`src/rtl/uart_load_ctrl_pkg.sv`:
```
// Shared types for the UART program loader.
// Package uart_load_pkg: loader FSM state encoding, byte width, state helpers.
package uart_load_pkg;

    localparam int LOAD_BYTE_W = 8;

    typedef enum logic [3:0] {
        RUN     = 4'd0,
        HDR_LO  = 4'd1,
        HDR_HI  = 4'd2,
        DATA_LO = 4'd3,
        DATA_HI = 4'd4,
        WRITE   = 4'd5,
        CSUM_LO = 4'd6,
        CSUM_HI = 4'd7,
        DONE    = 4'd8,
        ERROR   = 4'd9
    } load_state_t;

    // States in which the loader is consuming the byte stream; dropping
    // load_en in any of them aborts the load.
    function automatic logic is_receiving(input load_state_t s);
        return (s inside {HDR_LO, HDR_HI, DATA_LO, DATA_HI, WRITE, CSUM_LO, CSUM_HI});
    endfunction

    // States in which the inter-byte timeout runs: everything after the first
    // header byte has arrived, up to the end of the stream.
    function automatic logic timer_active(input load_state_t s);
        return (s inside {HDR_HI, DATA_LO, DATA_HI, WRITE, CSUM_LO, CSUM_HI});
    endfunction

endpackage

```
`src/rtl/uart_load_ctrl_timer.sv`:
```
// load_timer: inter-byte timeout counter for the UART program loader.
// Counts enabled cycles since the last accepted byte and pulses expired_o
// when the count reaches TIMEOUT_CYCLES-1.
module load_timer #(
    parameter int TIMEOUT_CYCLES = 5_000_000
) (
    input  logic clk,
    input  logic rst,        // synchronous, active low
    input  logic clr_i,      // a byte was accepted this cycle
    input  logic en_i,       // loader is waiting on the stream
    output logic expired_o
);

    localparam int CW = $clog2(TIMEOUT_CYCLES + 1);
    localparam logic [CW-1:0] LAST = CW'(TIMEOUT_CYCLES - 1);

    logic [CW-1:0] cnt_q;
    logic [CW-1:0] cnt_d;

    // Next count: restart on every byte or while idle, saturate at the limit.
    always_comb begin
        cnt_d     = cnt_q;
        expired_o = 1'b0;
        if (clr_i || !en_i) begin
            cnt_d = '0;
        end else if (cnt_q == LAST) begin
            expired_o = 1'b1;
        end else begin
            cnt_d = cnt_q + 1'b1;
        end
    end

    // Count register.
    always_ff @(posedge clk) begin
        if (!rst) begin
            cnt_q <= '0;
        end else begin
            cnt_q <= cnt_d;
        end
    end

endmodule

```
`src/rtl/uart_load_ctrl.sv`:
```
// uart_load_ctrl: arbitrates the program-memory data port between the UART
// loader and the CPU. Load mode frames header / data words / optional
// checksum and writes words to sequential addresses with the CPU held in
// reset; run mode passes CPU traffic straight through.
// Optional feature macro: UART_LOAD_CSUM_EN (trailing 16-bit checksum word).
module uart_load_ctrl
    import uart_load_pkg::*;
#(
    parameter int ADDR_WIDTH     = 16,
    parameter int WORD_WIDTH     = 16,
    parameter int TIMEOUT_CYCLES = 5_000_000
) (
    input  logic                   clk,
    input  logic                   rst,        // synchronous, active low
    input  logic                   load_en,
    input  logic                   rx_valid,
    input  logic [LOAD_BYTE_W-1:0] rx_byte,
    input  logic [ADDR_WIDTH-1:0]  cpu_addr,
    input  logic [WORD_WIDTH-1:0]  cpu_wdata,
    input  logic                   cpu_we,
    output logic [ADDR_WIDTH-1:0]  mem_addr,
    output logic [WORD_WIDTH-1:0]  mem_wdata,
    output logic                   mem_we,
    output logic                   cpu_rst_n,
    output logic [15:0]            load_count,
    output logic                   load_done,
    output logic                   load_err
);

    // Largest legal header value: one word per addressable location.
    localparam logic [32:0] MAX_WORDS = 33'd1 << ADDR_WIDTH;

    load_state_t            state_q, state_d;
    logic [LOAD_BYTE_W-1:0] lo_q, lo_d;          // pending low byte
    logic [15:0]            n_q, n_d;            // header word count
    logic [15:0]            count_q, count_d;    // words written = write index
    logic [ADDR_WIDTH-1:0]  waddr_q, waddr_d;
    logic [WORD_WIDTH-1:0]  wdata_q, wdata_d;
    logic                   done_q, done_d;
    logic                   err_q, err_d;
    logic                   cpu_rst_n_q, cpu_rst_n_d;
    logic                   load_en_q;
`ifdef UART_LOAD_CSUM_EN
    logic [15:0]            csum_q, csum_d;
`endif

    logic        expired;
    logic [15:0] rx_word;
    logic [16:0] next_idx;
    logic        run_mode;

    load_timer #(
        .TIMEOUT_CYCLES(TIMEOUT_CYCLES)
    ) u_timer (
        .clk      (clk),
        .rst      (rst),
        .clr_i    (rx_valid && is_receiving(state_q)),
        .en_i     (timer_active(state_q)),
        .expired_o(expired)
    );

    assign rx_word  = {rx_byte, lo_q};
    assign next_idx = {1'b0, count_q} + 17'd1;

    // Next-state and datapath updates for the loader FSM.
    always_comb begin
        state_d = state_q;
        lo_d    = lo_q;
        n_d     = n_q;
        count_d = count_q;
        waddr_d = waddr_q;
        wdata_d = wdata_q;
        done_d  = done_q;
        err_d   = err_q;
`ifdef UART_LOAD_CSUM_EN
        csum_d  = csum_q;
`endif

        case (state_q)
            RUN: begin
                if (load_en) state_d = HDR_LO;
            end
            HDR_LO: begin
                if (rx_valid) begin
                    lo_d    = rx_byte;
                    state_d = HDR_HI;
                end
            end
            HDR_HI: begin
                if (rx_valid) begin
                    n_d = rx_word;
                    if ({17'd0, rx_word} > MAX_WORDS) begin
                        state_d = ERROR;
                    end else if (rx_word == 16'd0) begin
`ifdef UART_LOAD_CSUM_EN
                        state_d = CSUM_LO;
`else
                        state_d = DONE;
`endif
                    end else begin
                        state_d = DATA_LO;
                    end
                end
            end
            DATA_LO: begin
                if (rx_valid) begin
                    lo_d    = rx_byte;
                    state_d = DATA_HI;
                end
            end
            DATA_HI: begin
                if (rx_valid) begin
                    waddr_d = ADDR_WIDTH'(count_q);
                    wdata_d = WORD_WIDTH'(rx_word);
                    state_d = WRITE;
                end
            end
            WRITE: begin
                // A byte arriving in this cycle already belongs to the next
                // word (or the checksum), so it is captured as a low byte.
                count_d = next_idx[15:0];
`ifdef UART_LOAD_CSUM_EN
                csum_d  = csum_q + 16'(wdata_q);
`endif
                if (next_idx < {1'b0, n_q}) begin
                    if (rx_valid) begin
                        lo_d    = rx_byte;
                        state_d = DATA_HI;
                    end else begin
                        state_d = DATA_LO;
                    end
                end else begin
`ifdef UART_LOAD_CSUM_EN
                    if (rx_valid) begin
                        lo_d    = rx_byte;
                        state_d = CSUM_HI;
                    end else begin
                        state_d = CSUM_LO;
                    end
`else
                    state_d = DONE;
`endif
                end
            end
`ifdef UART_LOAD_CSUM_EN
            CSUM_LO: begin
                if (rx_valid) begin
                    lo_d    = rx_byte;
                    state_d = CSUM_HI;
                end
            end
            CSUM_HI: begin
                if (rx_valid) begin
                    state_d = (rx_word == csum_q) ? DONE : ERROR;
                end
            end
`endif
            DONE: begin
                if (!load_en) state_d = RUN;
            end
            ERROR: begin
                // Only a fresh rising edge of load_en restarts a load.
                if (load_en && !load_en_q) state_d = HDR_LO;
            end
            default: state_d = ERROR;
        endcase

        // Abort and timeout override any stream progress.
        if (is_receiving(state_q)) begin
            if (!load_en || expired) state_d = ERROR;
        end

        // Entry into a new load clears the per-load bookkeeping.
        if (state_d == HDR_LO && state_q != HDR_LO) begin
            count_d = '0;
            done_d  = 1'b0;
            err_d   = 1'b0;
`ifdef UART_LOAD_CSUM_EN
            csum_d  = '0;
`endif
        end
        if (state_d == DONE)  done_d = 1'b1;
        if (state_d == ERROR) err_d  = 1'b1;

        // CPU runs only while the controller sits in RUN.
        cpu_rst_n_d = (state_d == RUN);
    end

    // State and datapath registers.
    always_ff @(posedge clk) begin
        if (!rst) begin
            state_q     <= RUN;
            lo_q        <= '0;
            n_q         <= '0;
            count_q     <= '0;
            waddr_q     <= '0;
            wdata_q     <= '0;
            done_q      <= 1'b0;
            err_q       <= 1'b0;
            cpu_rst_n_q <= 1'b0;
            load_en_q   <= 1'b0;
`ifdef UART_LOAD_CSUM_EN
            csum_q      <= '0;
`endif
        end else begin
            state_q     <= state_d;
            lo_q        <= lo_d;
            n_q         <= n_d;
            count_q     <= count_d;
            waddr_q     <= waddr_d;
            wdata_q     <= wdata_d;
            done_q      <= done_d;
            err_q       <= err_d;
            cpu_rst_n_q <= cpu_rst_n_d;
            load_en_q   <= load_en;
`ifdef UART_LOAD_CSUM_EN
            csum_q      <= csum_d;
`endif
        end
    end

    // Pass-through only once the CPU has left reset, so the port shows the
    // loader's registered values during and straight after rst.
    assign run_mode = (state_q == RUN) && cpu_rst_n_q;

    // Memory data-port mux: CPU in run mode, loader registers otherwise.
    always_comb begin
        if (run_mode) begin
            mem_addr  = cpu_addr;
            mem_wdata = cpu_wdata;
            mem_we    = cpu_we;
        end else begin
            mem_addr  = waddr_q;
            mem_wdata = wdata_q;
            mem_we    = (state_q == WRITE);
        end
    end

    assign cpu_rst_n  = cpu_rst_n_q;
    assign load_count = count_q;
    assign load_done  = done_q;
    assign load_err   = err_q;

endmodule

```
`config.mk`:
```
export PLATFORM = sky130hd
export DESIGN_NAME = uart_load_ctrl
export DESIGN_NICKNAME = d
export VERILOG_FILES = /design/src/rtl/uart_load_ctrl_pkg.sv /design/src/rtl/uart_load_ctrl_timer.sv /design/src/rtl/uart_load_ctrl.sv
export SDC_FILE = /design/constraint.sdc
export NUM_CORES = 1
export LEC_CHECK = 0
export CAP_MARGIN = 20
export CORE_ASPECT_RATIO = 1.25
export CORE_UTILIZATION = 40
export DETAILED_ROUTE_END_ITERATION = 8
export SYNTH_ARGS = -nofsm -noshare
export SYNTH_HDL_FRONTEND = slang
export SYNTH_SLANG_ARGS = --single-unit
```
`constraint.sdc`:
```
create_clock -name clk -period 6.55 [get_ports clk]
set_input_delay 1.31 -clock clk [delete_from_list [all_inputs] [get_ports clk]]
set_output_delay 1.31 -clock clk [all_outputs]
set_load 0.03 [all_outputs]
```
# --- Word level (Yosys, flattened, before mapping) ---
# Index checks and enable logic that the tools add are counted.
totals:
  ff_bits: 103
  latchBits: 0
  ram_bits: 0
  rom_bits: 0
  input_bits: 45
  out_inout_bits: 52
  word_cells: 77
  mem_count: 0
classes:
  addsub: 2
  multipliers: 0
  div: 0
  n_lt_le_gt_ge: 1
  n_eq_ne: 15
  shift: 0
  muxes: 24
  bitwise: 1
  n_reduce_logical: 23
op_table:
  columns: ["op", "count"]
  rows:
  - ["$mux 4", 11]
  - ["$mux 16", 2]
  - ["$pmux 4 s8", 1]
  - ["$add 23x1->23 const B", 1]
  - ["$eq 23x23->1 const B", 1]
  - ["$add 16x1->17 const B", 1]
  - ["$lt 17x16->1", 1]
  - ["$eq 4x3->1 const B", 4]
  - ["$eq 4x4->1 const B", 4]
  - ["$logic_not 16->1", 1]
  - ["$mux 8", 2]
  - ["$pmux 8 s2", 1]
  - ["$eq 4x1->1 const B", 2]
  - ["$eq 4x2->1 const B", 2]
  - ["$logic_not 4->1", 2]
  - ["$reduce_bool 7->1", 1]
  - ["$mux 1", 6]
  - ["$reduce_and 2->1", 3]
  - ["$reduce_bool 2->1", 3]
  - ["$reduce_bool 6->1", 1]
  - ["$reduce_or 2->1", 3]
  - ["$logic_and 1x1->1", 4]
  - ["$ne 4x1->1 const B", 1]
  - ["$logic_not 1->1", 3]
  - ["other kinds (4)", 5]

# --- Longest topological paths before layout ---
# Gate-level depths: netlist of the first run.
depth:
  depth_word: 12
  depth_mapped: 13
  mapped_depth_nobuf: 12

# --- Modules after synthesis ---
# A second synthesis of the first run with hierarchy kept.
unflattened:
  hier_cells: 644
  hier_area_um2: 5537.8
by_module_without_submodules:
  columns: ["module", "instances", "cells_each", "area_each_um2"]
  rows:
  - ["uart_load_ctrl", 1, 504, 4357.9]
  - ["load_timer", 1, 140, 1179.9]

# --- Worst setup path after synthesis of the first run ---
# Ideal clock, no wire load.
synth_path:
  path_type: "input -> output"
  from: "in cpu_we"
  to: "out mem_we"
  arrival_time_ns: 2.020
  required_time_ns: 5.240
  setup_slack_ns: 3.220
  cell_stages: 2
  path_buffers: 0
  cell_sequence: "inv_1 > o21ai_0"
synth_via:
  elab_chain_cells: 1
synth_lines:
  columns: ["element", "line", "rtl"]
  rows:
  - ["start, declared", "uart_load_ctrl.sv:20", "input logic cpu_we,"]
  - ["$mux 1", "uart_load_ctrl.sv:228", "if (run_mode) begin"]
  - ["end, declared", "uart_load_ctrl.sv:23", "output logic mem_we,"]
# No other way between the ends.

# --- Worst setup path in the final report of the first run ---
# Same ends and word-level chain as after synthesis.

==> results of run 1 <==
==> per-layer routing <==
| layer | up-vias | part of all wire (%) |
|---|---|---|
| met1 | 2171 | 42 |
| li1 | 2315 | - |
| met4 | 0 | 2.9 |
| met3 | 17 | 3.0 |
| met5 | - | 0 |
| met2 | 84 | 53 |
==> registers in the layout, indices dropped and copies added, names as in the netlist <==
register and cells:
n_q 16, load_en_q 1, u_timer.cnt_q 23, load_count 16, waddr_q 16, load_done 1
wdata_q 16, lo_q 8, state_q 4, cpu_rst_n 1, load_err 1
==> cells in the final DEF (no fill, tap or decap), drive strengths merged, types with 3 or more instances in the layout <==
master | netlist | layout
mux2 | 33 | 33
mux2i | 10 | 10
clkdlybuf4s50 | 0 | 96
and3 | 6 | 6
inv | 25 | 27
dfxtp | 103 | 103
nor4 | 10 | 10
nor2b | 4 | 4
nand3 | 18 | 18
and4 | 3 | 3
ha | 17 | 17
nor2 | 57 | 57
xor2 | 21 | 21
clkbuf | 35 | 10
xnor2 | 29 | 29
and2 | 5 | 5
nand2 | 140 | 140
nand3b | 3 | 3
o21ai | 7 | 7
buf | 3 | 4
a21oi | 58 | 58
clkinv | 1 | 3
nand4b | 4 | 4
nor3 | 13 | 13
nand4 | 9 | 9
==> worst paths after layout <==
path / to / slack (ps) / depth (start not counted)
hold / removal: waddr_q[0] / 450 / 2
setup / recovery: mem_we / 2600 / 4
hold reg to reg: waddr_q[0] / 450 / 2
setup reg to reg: load_err / 2930 / 11
==> worst reg2reg max path: stages (launching register included) <==
cell and delay [ps]:
dfxtp_1 520, ha_1 260, nand3_1 220, nor4_1 580, xor2_1 200, ha_1 260, a21oi_1 130, nor2b_1 60
a311oi_1 450, o21ai_0 300, a21oi_1 350, o32ai_1 130
==> kinds of logic (layout without fill, tap and decap cells) <==
kind of cell	after synthesis	after routing	synth area share, %
flip-flops	103	103	39.4
XOR/XNOR	50	50	8.37
adder cells (fa/ha/maj)	17	17	4.06
buffers and inverters	64	142	4.90
AND/OR/NAND/NOR	281	281	24.2
multiplexers	43	43	9.01
AO/OA/AOI/OAI	85	85	10.0
==> final cells by class <==
class | count | area (sq um) | area share, %
clock buffers | 10 | 239 | 3.62
clock inverters | 6 | 77.6 | 1.18
inverters | 26 | 97.6 | 1.48
multi-input cells | 476 | 2920 | 44.3
flip-flops and latches | 103 | 2060 | 31.2
well taps | 168 | 210 | 3.19
repair buffers | 100 | 991 | 15.0
==> metrics by stage <==
stage / cell area (sq um) / hold WS (ps) / utilization [%] / cells
2_1_floorplan: 5240 / 432 / - / 643
3_3_place_gp: 6280 / 444 / 49.4 / 873
3_5_place_dp: 6280 / 445 / 49.4 / 873
4_1_cts: 6600 / 457 / 51.9 / 889
5_1_grt: 6600 / 470 / 51.9 / 889
6_report: 6600 / 454 / 51.9 / 889
==> power breakdown <==
part	switching, W	internal, W	leakage, nW
Combinational	0.000265	0.000215	1.33
Sequential	0.0000321	0.000650	0.831
Clock	0.000246	0.000313	0.153
==> results.py, run 1 <==
metrics = {
    "layout": {
        "area_growth_pct": 26.1,
        "n_fill_cell": 1229,
        "nets": 778,
        "layout-drive-gt1-share_pct": 8.46,
        "antenna_cells": 0,
    },
    "critical_path": {
        "crit_start": "cpu_we",
        "slowest_stage": "clkdlybuf4s50_1",
        "critPathArrivalTime_ps": 2640,
        "r2r-start": "load_count[0]",
        "worst-path-buf-inv": 3,
        "cp_top_family": "buffers and inverters",
        "cpMostUsedCell": "clkdlybuf4s50_1",
        "crit_chain": "clkdlybuf4s50_1, inv_1, o21ai_0, clkdlybuf4s50_1",
        "crit_path_max_incr_delay_ps": 700,
        "critPathLaunchType": "input port",
        "setup.worst_path.class": "input port to output pin",
        "end_kind": "output pin",
        "worst-path-max-fanout": 1,
        "cp_data_required_time_ps": 5240,
    },
    "synthesis": {
        "ys_top_cells_by_count": "nand2_1, dfxtp_1, a21oi_1",
        "ys_seq_area_share_pct": 39.4,
        "synth-seq-cells": 103,
        "yosysWarningCount": 0,
        "synth_top_area_share_pct": 39.4,
        "avgSynthCellArea_sq_um": 8.14,
        "synth.area.top_cells": "dfxtp_1, nand2_1, mux2_2",
        "synth_flop_cell": "dfxtp_1",
        "synth-edff-count": 0,
        "netlist.top_cell.by_area": "dfxtp_1",
        "synthCells": 643,
        "synthArstFlopShare_pct": 0,
        "syn_area_sq_mm": 0.00524,
        "yosysUniqueCellTypes": 53,
        "synth_nets": 705,
        "yosysMostFrequentCell": "nand2_1",
    },
    "global_routing": {
        "grt.overflow.total": 0,
        "grt_busiest_layer": "met2",
        "grt_pass1_wl_microns": 21300,
        "antenna_found_initial": 0,
        "gr-usage-met1_pct": 22.0,
        "grt_max_degree": 52,
        "grtUsageTotal_pct": 19.7,
        "grt_pass1_vias": 4327,
        "grtUsageMet2_pct": 36.5,
        "grt_util_met3_pct": 2.65,
    },
    "clocking": {
        "hold_buffers": 0,
        "path_clk_slew_ps": 70,
        "clock_latency_ps": 340,
        "post_cts_buffers": 0,
        "clk_path_buf_depth": 2,
        "cts.sinks": 103,
        "cts_root_buf": "clkbuf_16",
        "tritoncts": "built",
        "cts_made_buffers": 9,
        "ctsHtreeMaxLevel": 3,
        "cts.repair.resized": 0,
    },
    "pwr": {
        "power.leakage_nw": 2.31,
        "p_total_w": 0.00172,
        "power_density_mw_per_mm2": 261,
        "ir_worst_vdd_mv": 0.122,
    },
    "floorplanning": {
        "dieArea_sq_mm": 0.0136,
        "rows": 46,
        "core_area_sq_mm": 0.0127,
        "num_io_pins": 97,
        "initial_utilization_pct": 41.2,
        "die_width_microns": 104,
        "die_h_microns": 130,
    },
    "sta": {
        "hold_viol": 0,
        "relSlewSlack_pct": 40.9,
        "period_share_pct": 60.3,
        "setup_viol": 0,
        "worst_pin_slew_ps": 883,
        "setup_tns_ps": 0,
        "rsz0062_at_grt": "false",
        "timing.final.ws_setup_ps": 2600,
        "drv_slew": 0,
        "fin_worst_skew_ps": 6.57,
        "fmax_ghz": 0.253,
        "post-route-min-period_ps": 3950,
    },
    "placement": {
        "io_buffers": 96,
        "post-place-ws_ps": 2400,
        "dp_hpwl_microns": 9830,
        "gp_congestion": 0.869,
    },
    "drt": {
        "viasPerCell": 5.16,
        "drt_first_iter_violations": 240,
        "vias": 4587,
        "post-route-drc-count": 0,
        "antenna_left": 0,
        "wl_per_cell_microns": 14.9,
        "drtPass1Iterations": 4,
        "wl_microns": 13300,
    },
    "worst_hold_path": {
        "hp-class": "register to register",
        "hp-start": "waddr_q[0]",
    },
    "run_status": {
        "status": "finished, final reports clean",
    },
    "job": {
        "cap_violations": 0,
    },
}
Note: power is estimated with default switching activity, not from simulation.
==> run 2: changes to the inputs <==
--- a/config.mk
+++ b/config.mk
@@ -9,6 +9,7 @@
 export CORE_ASPECT_RATIO = 1.25
 export CORE_UTILIZATION = 40
 export DETAILED_ROUTE_END_ITERATION = 8
+export PLACE_DENSITY = 0.66
 export SYNTH_ARGS = -nofsm -noshare
 export SYNTH_HDL_FRONTEND = slang
 export SYNTH_SLANG_ARGS = --single-unit
==> constraint.sdc (replaced) <==
create_clock -name clk -period 3.6 [get_ports clk]
set_input_delay 0.72 -clock clk [delete_from_list [all_inputs] [get_ports clk]]
set_output_delay 0.72 -clock clk [all_outputs]
set_load 0.03 [all_outputs]
==> run 2 against run 1 <==
Global-route usage decreased by 0.32 points. Sequential cell count stayed put. Largest cell class unchanged. Cell count is 1.2% higher. Worst setup slack lost 2400 ps. Critical path type is now register to register. Clock skew rose by 7.8 ps. Highest routed layer unchanged.
==> results.py, run 2 (same netlist as run 1, synthesis figures left out) <==
metrics = {
    "pwr": {
        "power_density_mw_per_mm2": 468,
        "power.leakage_nw": 2.36,
        "p_total_w": 0.00313,
        "ir_worst_vdd_mv": 0.296,
    },
    "critical_path": {
        "end_kind": "register",
        "cp_data_required_time_ps": 3870,
        "critPathLaunchType": "register",
        "setup.worst_path.class": "register to register",
        "regToRegSetupSlack_ps": 250,
        "r2r-start": "load_count[1]",
        "r2r_cells": 11,
        "critPathArrivalTime_ps": 3620,
        "timing.rr.end": "lo_q[2]",
        "worst-path-max-fanout": 8,
    },
    "worst_hold_path": {
        "hp-class": "register to register",
        "hold_end": "n_q[14]",
        "hold_depth": 2,
        "hp-start": "n_q[14]",
    },
    "floorplanning": {
        "dieArea_sq_mm": 0.0136,
        "num_io_pins": 97,
        "die_h_microns": 130,
        "die_width_microns": 104,
        "core_area_sq_mm": 0.0127,
        "initial_utilization_pct": 41.2,
        "rows": 46,
    },
    "drt": {
        "wl_microns": 13000,
        "post-route-drc-count": 0,
        "drt_first_iter_violations": 157,
        "viasPerCell": 5.14,
        "antenna_left": 0,
        "vias": 4627,
        "met1_length_microns": 5600,
        "highest-signal-layer": "met4",
        "met2_length_microns": 6510,
        "wl_per_cell_microns": 14.5,
        "wl_met3_microns": 464,
        "drtPass1Iterations": 5,
    },
    "global_routing": {
        "grt_max_degree": 51,
        "antenna_found_initial": 0,
        "grt.overflow.total": 0,
        "grt_pass1_vias": 4393,
        "grtUsageTotal_pct": 19.3,
        "grt_pass1_wl_microns": 20900,
    },
    "run_status": {
        "status": "finished, final reports clean",
    },
    "clocking": {
        "post_cts_buffers": 0,
        "path_clk_slew_ps": 70,
        "cts.repair.resized": 0,
        "ctsHtreeMaxLevel": 3,
        "cts_made_buffers": 9,
        "hold_buffers": 0,
        "clk_path_buf_depth": 2,
        "cts_root_buf": "clkbuf_16",
        "clock_latency_ps": 350,
        "cts.sinks": 103,
        "tritoncts": "built",
    },
    "placement": {
        "gp_congestion": 0.869,
        "dp_hpwl_microns": 9680,
        "io_buffers": 96,
    },
    "layout": {
        "largest_register": "u_timer.cnt_q",
        "largest_reg_flops": 23,
        "antenna_cells": 0,
        "nets": 789,
        "area_growth_pct": 27.5,
        "final_common_cell": "nand2_1",
        "final_cell_mix": "nand2_1, dfxtp_1, clkdlybuf4s50_1",
        "fin_util_pct": 52.5,
        "layout-drive-gt1-share_pct": 9.84,
    },
    "sta": {
        "post-route-min-period_ps": 3350,
        "setup_tns_ps": 0,
        "hold_viol": 0,
        "rsz0062_at_grt": "false",
        "fin_worst_skew_ps": 14.4,
        "fmax_ghz": 0.298,
        "drv_slew": 0,
        "relSlewSlack_pct": 47.7,
        "setup_viol": 0,
        "worst_pin_slew_ps": 779,
        "whs_ps": 455,
        "period_share_pct": 93.1,
    },
    "job": {
        "cap_violations": 0,
    },
}
-- run 2: metrics by stage --
| step | cells | setup slack, ps | instance area [sq um] |
|---|---|---|---|
| 2_1_floorplan | 643 | 357 | 5240 |
| 3_3_place_gp | 884 | 414 | 6360 |
| 3_5_place_dp | 884 | 180 | 6360 |
| 4_1_cts | 900 | 152 | 6670 |
| 5_1_grt | 900 | 32.7 | 6680 |
| 6_report | 900 | 248 | 6680 |
-- run 2: report_power, final --
part	leakage [nW]	internal, W	switching [W]	total [W]
clock	0.147	0.000552	0.000448	0.000999
combinational	1.39	0.000404	0.000486	0.000890
sequential	0.831	0.00118	0.0000562	0.00124
-- run 2: final cells by class --
type / count / area (sq um)
well taps: 168 / 210
clock inverters: 6 / 77.6
multi-input cells: 476 / 2930
clock buffers: 10 / 229
inverters: 26 / 97.6
fillers: 1175 / 6040
repair buffers: 111 / 1070
flip-flops and latches: 103 / 2060
-- run 2: worst max-delay path by stage --
stage                             start  endpoint  slack [ps]  cells past startpoint
after global routing      load_count[1]   lo_q[2]          30                     12
final                     load_count[1]   lo_q[2]         250                     11
after detailed placement  load_count[1]   lo_q[2]         180                     11
after global placement    load_count[1]   lo_q[1]         410                     11
after floorplan           load_count[0]   lo_q[0]         360                     13
after CTS                 load_count[1]   lo_q[2]         150                     11
-- run 2: metal layers --
metal | GRT usage, % | up-vias
li1 | - | 2333
met1 | 21.8 | 2164
met2 | 34.8 | 105
met3 | 4.35 | 25
met4 | 9.24 | 0
met5 | 0 | -
-- run 2: worst max-delay path, stage by stage (launching register included) --
cell,delay [ps]
dfxtp_1,440
ha_1,250
nand3_1,190
nor4_1,590
xor2_1,200
ha_1,260
a21oi_1,130
nor2b_1,60
a311oi_1,420
nand2_1,160
o22ai_4,340
mux2i_1,250
==> run 3: changes to the inputs <==
--- a/config.mk
+++ b/config.mk
@@ -9,7 +9,7 @@
 export CORE_ASPECT_RATIO = 1.25
 export CORE_UTILIZATION = 40
 export DETAILED_ROUTE_END_ITERATION = 8
-export PLACE_DENSITY = 0.66
+export DONT_BUFFER_PORTS = 1
 export SYNTH_ARGS = -nofsm -noshare
 export SYNTH_HDL_FRONTEND = slang
 export SYNTH_SLANG_ARGS = --single-unit
==> run 3 against run 2 <==
Clock power hardly changed. Hold slack worse by 0.98 ps. Cell count is 9.4% lower. Count of clock-buffer cells in the layout increased by 1. Register-to-register slack improved by 70 ps. Clock skew decreased by 6.3 ps. Combinational power down 26%. Critical path depth is 1 higher. Fmax rose by 2.1%. Sequential power barely moved. Wire length fell by 3.5%. Critical endpoint is now load_err. Largest cell class unchanged. Largest power group unchanged. Highest routed layer unchanged.
==> results.py, run 3 (same netlist as run 1, synthesis figures left out) <==
metrics = {
    "worst_hold_path": {
        "hp-class": "register to register",
        "hp-start": "waddr_q[7]",
    },
    "drt": {
        "drt_first_iter_violations": 221,
        "antenna_left": 0,
        "wl_microns": 12600,
        "viasPerCell": 5.23,
        "vias": 4265,
        "wl_per_cell_microns": 15.4,
        "post-route-drc-count": 0,
        "drtPass1Iterations": 4,
    },
    "clocking": {
        "cts_root_buf": "clkbuf_16",
        "tritoncts": "built",
        "cts.sinks": 103,
        "path_clk_slew_ps": 70,
        "ctsHtreeMaxLevel": 3,
        "hold_buffers": 0,
        "cts.repair.resized": 0,
        "clk_path_buf_depth": 2,
        "cts_made_buffers": 9,
        "clock_latency_ps": 340,
        "post_cts_buffers": 0,
    },
    "sta": {
        "fmax_ghz": 0.304,
        "drv_slew": 0,
        "hold_viol": 0,
        "whs_ps": 454,
        "fin_worst_skew_ps": 8.06,
        "timing.final.ws_setup_ps": 316,
        "relSlewSlack_pct": 32.8,
        "rsz0062_at_grt": "false",
        "worst_pin_slew_ps": 1000,
        "period_share_pct": 91.2,
        "setup_viol": 0,
        "setup_tns_ps": 0,
        "post-route-min-period_ps": 3280,
    },
    "placement": {
        "post-place-ws_ps": 239,
        "gp_congestion": 0.868,
        "io_buffers": 0,
        "dp_hpwl_microns": 9310,
    },
    "global_routing": {
        "grt.overflow.total": 0,
        "grt_pass1_wl_microns": 20400,
        "grt_max_degree": 51,
        "grt_pass1_vias": 4174,
        "antenna_found_initial": 0,
        "grtUsageTotal_pct": 18.8,
    },
    "critical_path": {
        "cp_top_family": "compound AO/OA/AOI/OAI gates",
        "crit_path_max_incr_delay_ps": 460,
        "critPathArrivalTime_ps": 3470,
        "r2r_cells": 12,
        "crit_chain": "ha_1, nand3_1, nor4_1, buf_4, xor2_1, ha_1, a21oi_1, nor2b_1, a311oi_1, o21ai_0, a21oi_1, o32ai_1",
        "end_kind": "register",
        "timing.rr.end": "load_err",
        "regToRegSetupSlack_ps": 320,
        "slowest_stage": "a311oi_1",
        "r2r-start": "load_count[1]",
        "endpoint": "load_err",
        "crit_start": "load_count[1]",
        "path_depth": 12,
        "cp_data_required_time_ps": 3790,
        "critPathLaunchType": "register",
        "setup.worst_path.class": "register to register",
        "worst-path-max-fanout": 6,
        "worst-path-buf-inv": 1,
    },
    "layout": {
        "area_growth_pct": 11.1,
        "antenna_cells": 0,
        "final_cell_mix": "nand2_1, dfxtp_1, a21oi_1",
        "largest_reg_flops": 23,
        "largest_register": "u_timer.cnt_q",
        "fin_util_pct": 45.7,
        "final_common_cell": "nand2_1",
        "layout-drive-gt1-share_pct": 13.0,
        "nets": 704,
    },
    "pwr": {
        "power_density_mw_per_mm2": 506,
        "ir_worst_vdd_mv": 0.287,
        "power.leakage_nw": 2.08,
    },
    "floorplanning": {
        "dieArea_sq_mm": 0.0136,
        "die_width_microns": 104,
        "initial_utilization_pct": 41.2,
        "rows": 46,
        "num_io_pins": 97,
        "core_area_sq_mm": 0.0127,
        "die_h_microns": 130,
    },
    "job": {
        "cap_violations": 0,
    },
    "run_status": {
        "status": "finished, final reports clean",
    },
}
==> run 3: cell types whose count changed in the layout (fill, tap and decap cells not counted), sizes merged <==
cell           change
clkinv             -1
clkbuf             +1
buf               +10
clkdlybuf4s50     -95
==> run 3: worst min path at each step <==
stage               depth (start not counted)          end  slack (ps)
detailed placement                          2   waddr_q[7]         440
global route                                2   waddr_q[7]         470
finish                                      2   waddr_q[7]         450
floorplan                                   2       n_q[0]         430
global placement                            2  waddr_q[10]         440
CTS                                         2   waddr_q[7]         450
==> run 3: worst reg2reg max path, cell delays in order (launching register included) <==
cell and delay (ps):
dfxtp_1 420, ha_1 240, nand3_1 180, nor4_1 320
buf_4 170, xor2_1 150, ha_1 260, a21oi_1 130
nor2b_1 60, a311oi_1 460, o21ai_0 320, a21oi_1 310
o32ai_1 120
==> run 3: report_power, final <==
group / internal, W / total [W] / switching [W] / leakage, nW
sequential: 0.00118 / 0.00127 / 0.0000836 / 0.831
clock: 0.000583 / 0.00102 / 0.000436 / 0.154
combinational: 0.000230 / 0.000655 / 0.000424 / 1.10
==> run 3: per-layer routing <==
layer	GRT usage, %	up-vias	wire [microns]
li1	-	2165	-
met4	9.66	0	446
met2	33.7	99	6350
met3	3.55	24	504
met5	0	-	0
met1	21.4	1977	5250
==> run 3: layout make-up <==
class                   instances  area (sq um)
well taps                     168           210
multi-input cells             476          2930
inverters                      26          97.6
fillers                      1273          6910
clock inverters                 5          62.6
clock buffers                  11           253
flip-flops and latches        103          2060
repair buffers                 26           195
==> run 3: through the flow <==
step	total power, W	area (sq um)	std cells
after floorplan	0.00185	5240	643
after global placement	0.00193	5490	799
after detailed placement	0.00194	5490	799
after CTS	0.00296	5810	815
after global routing	0.00307	5810	815
final	0.00294	5810	815
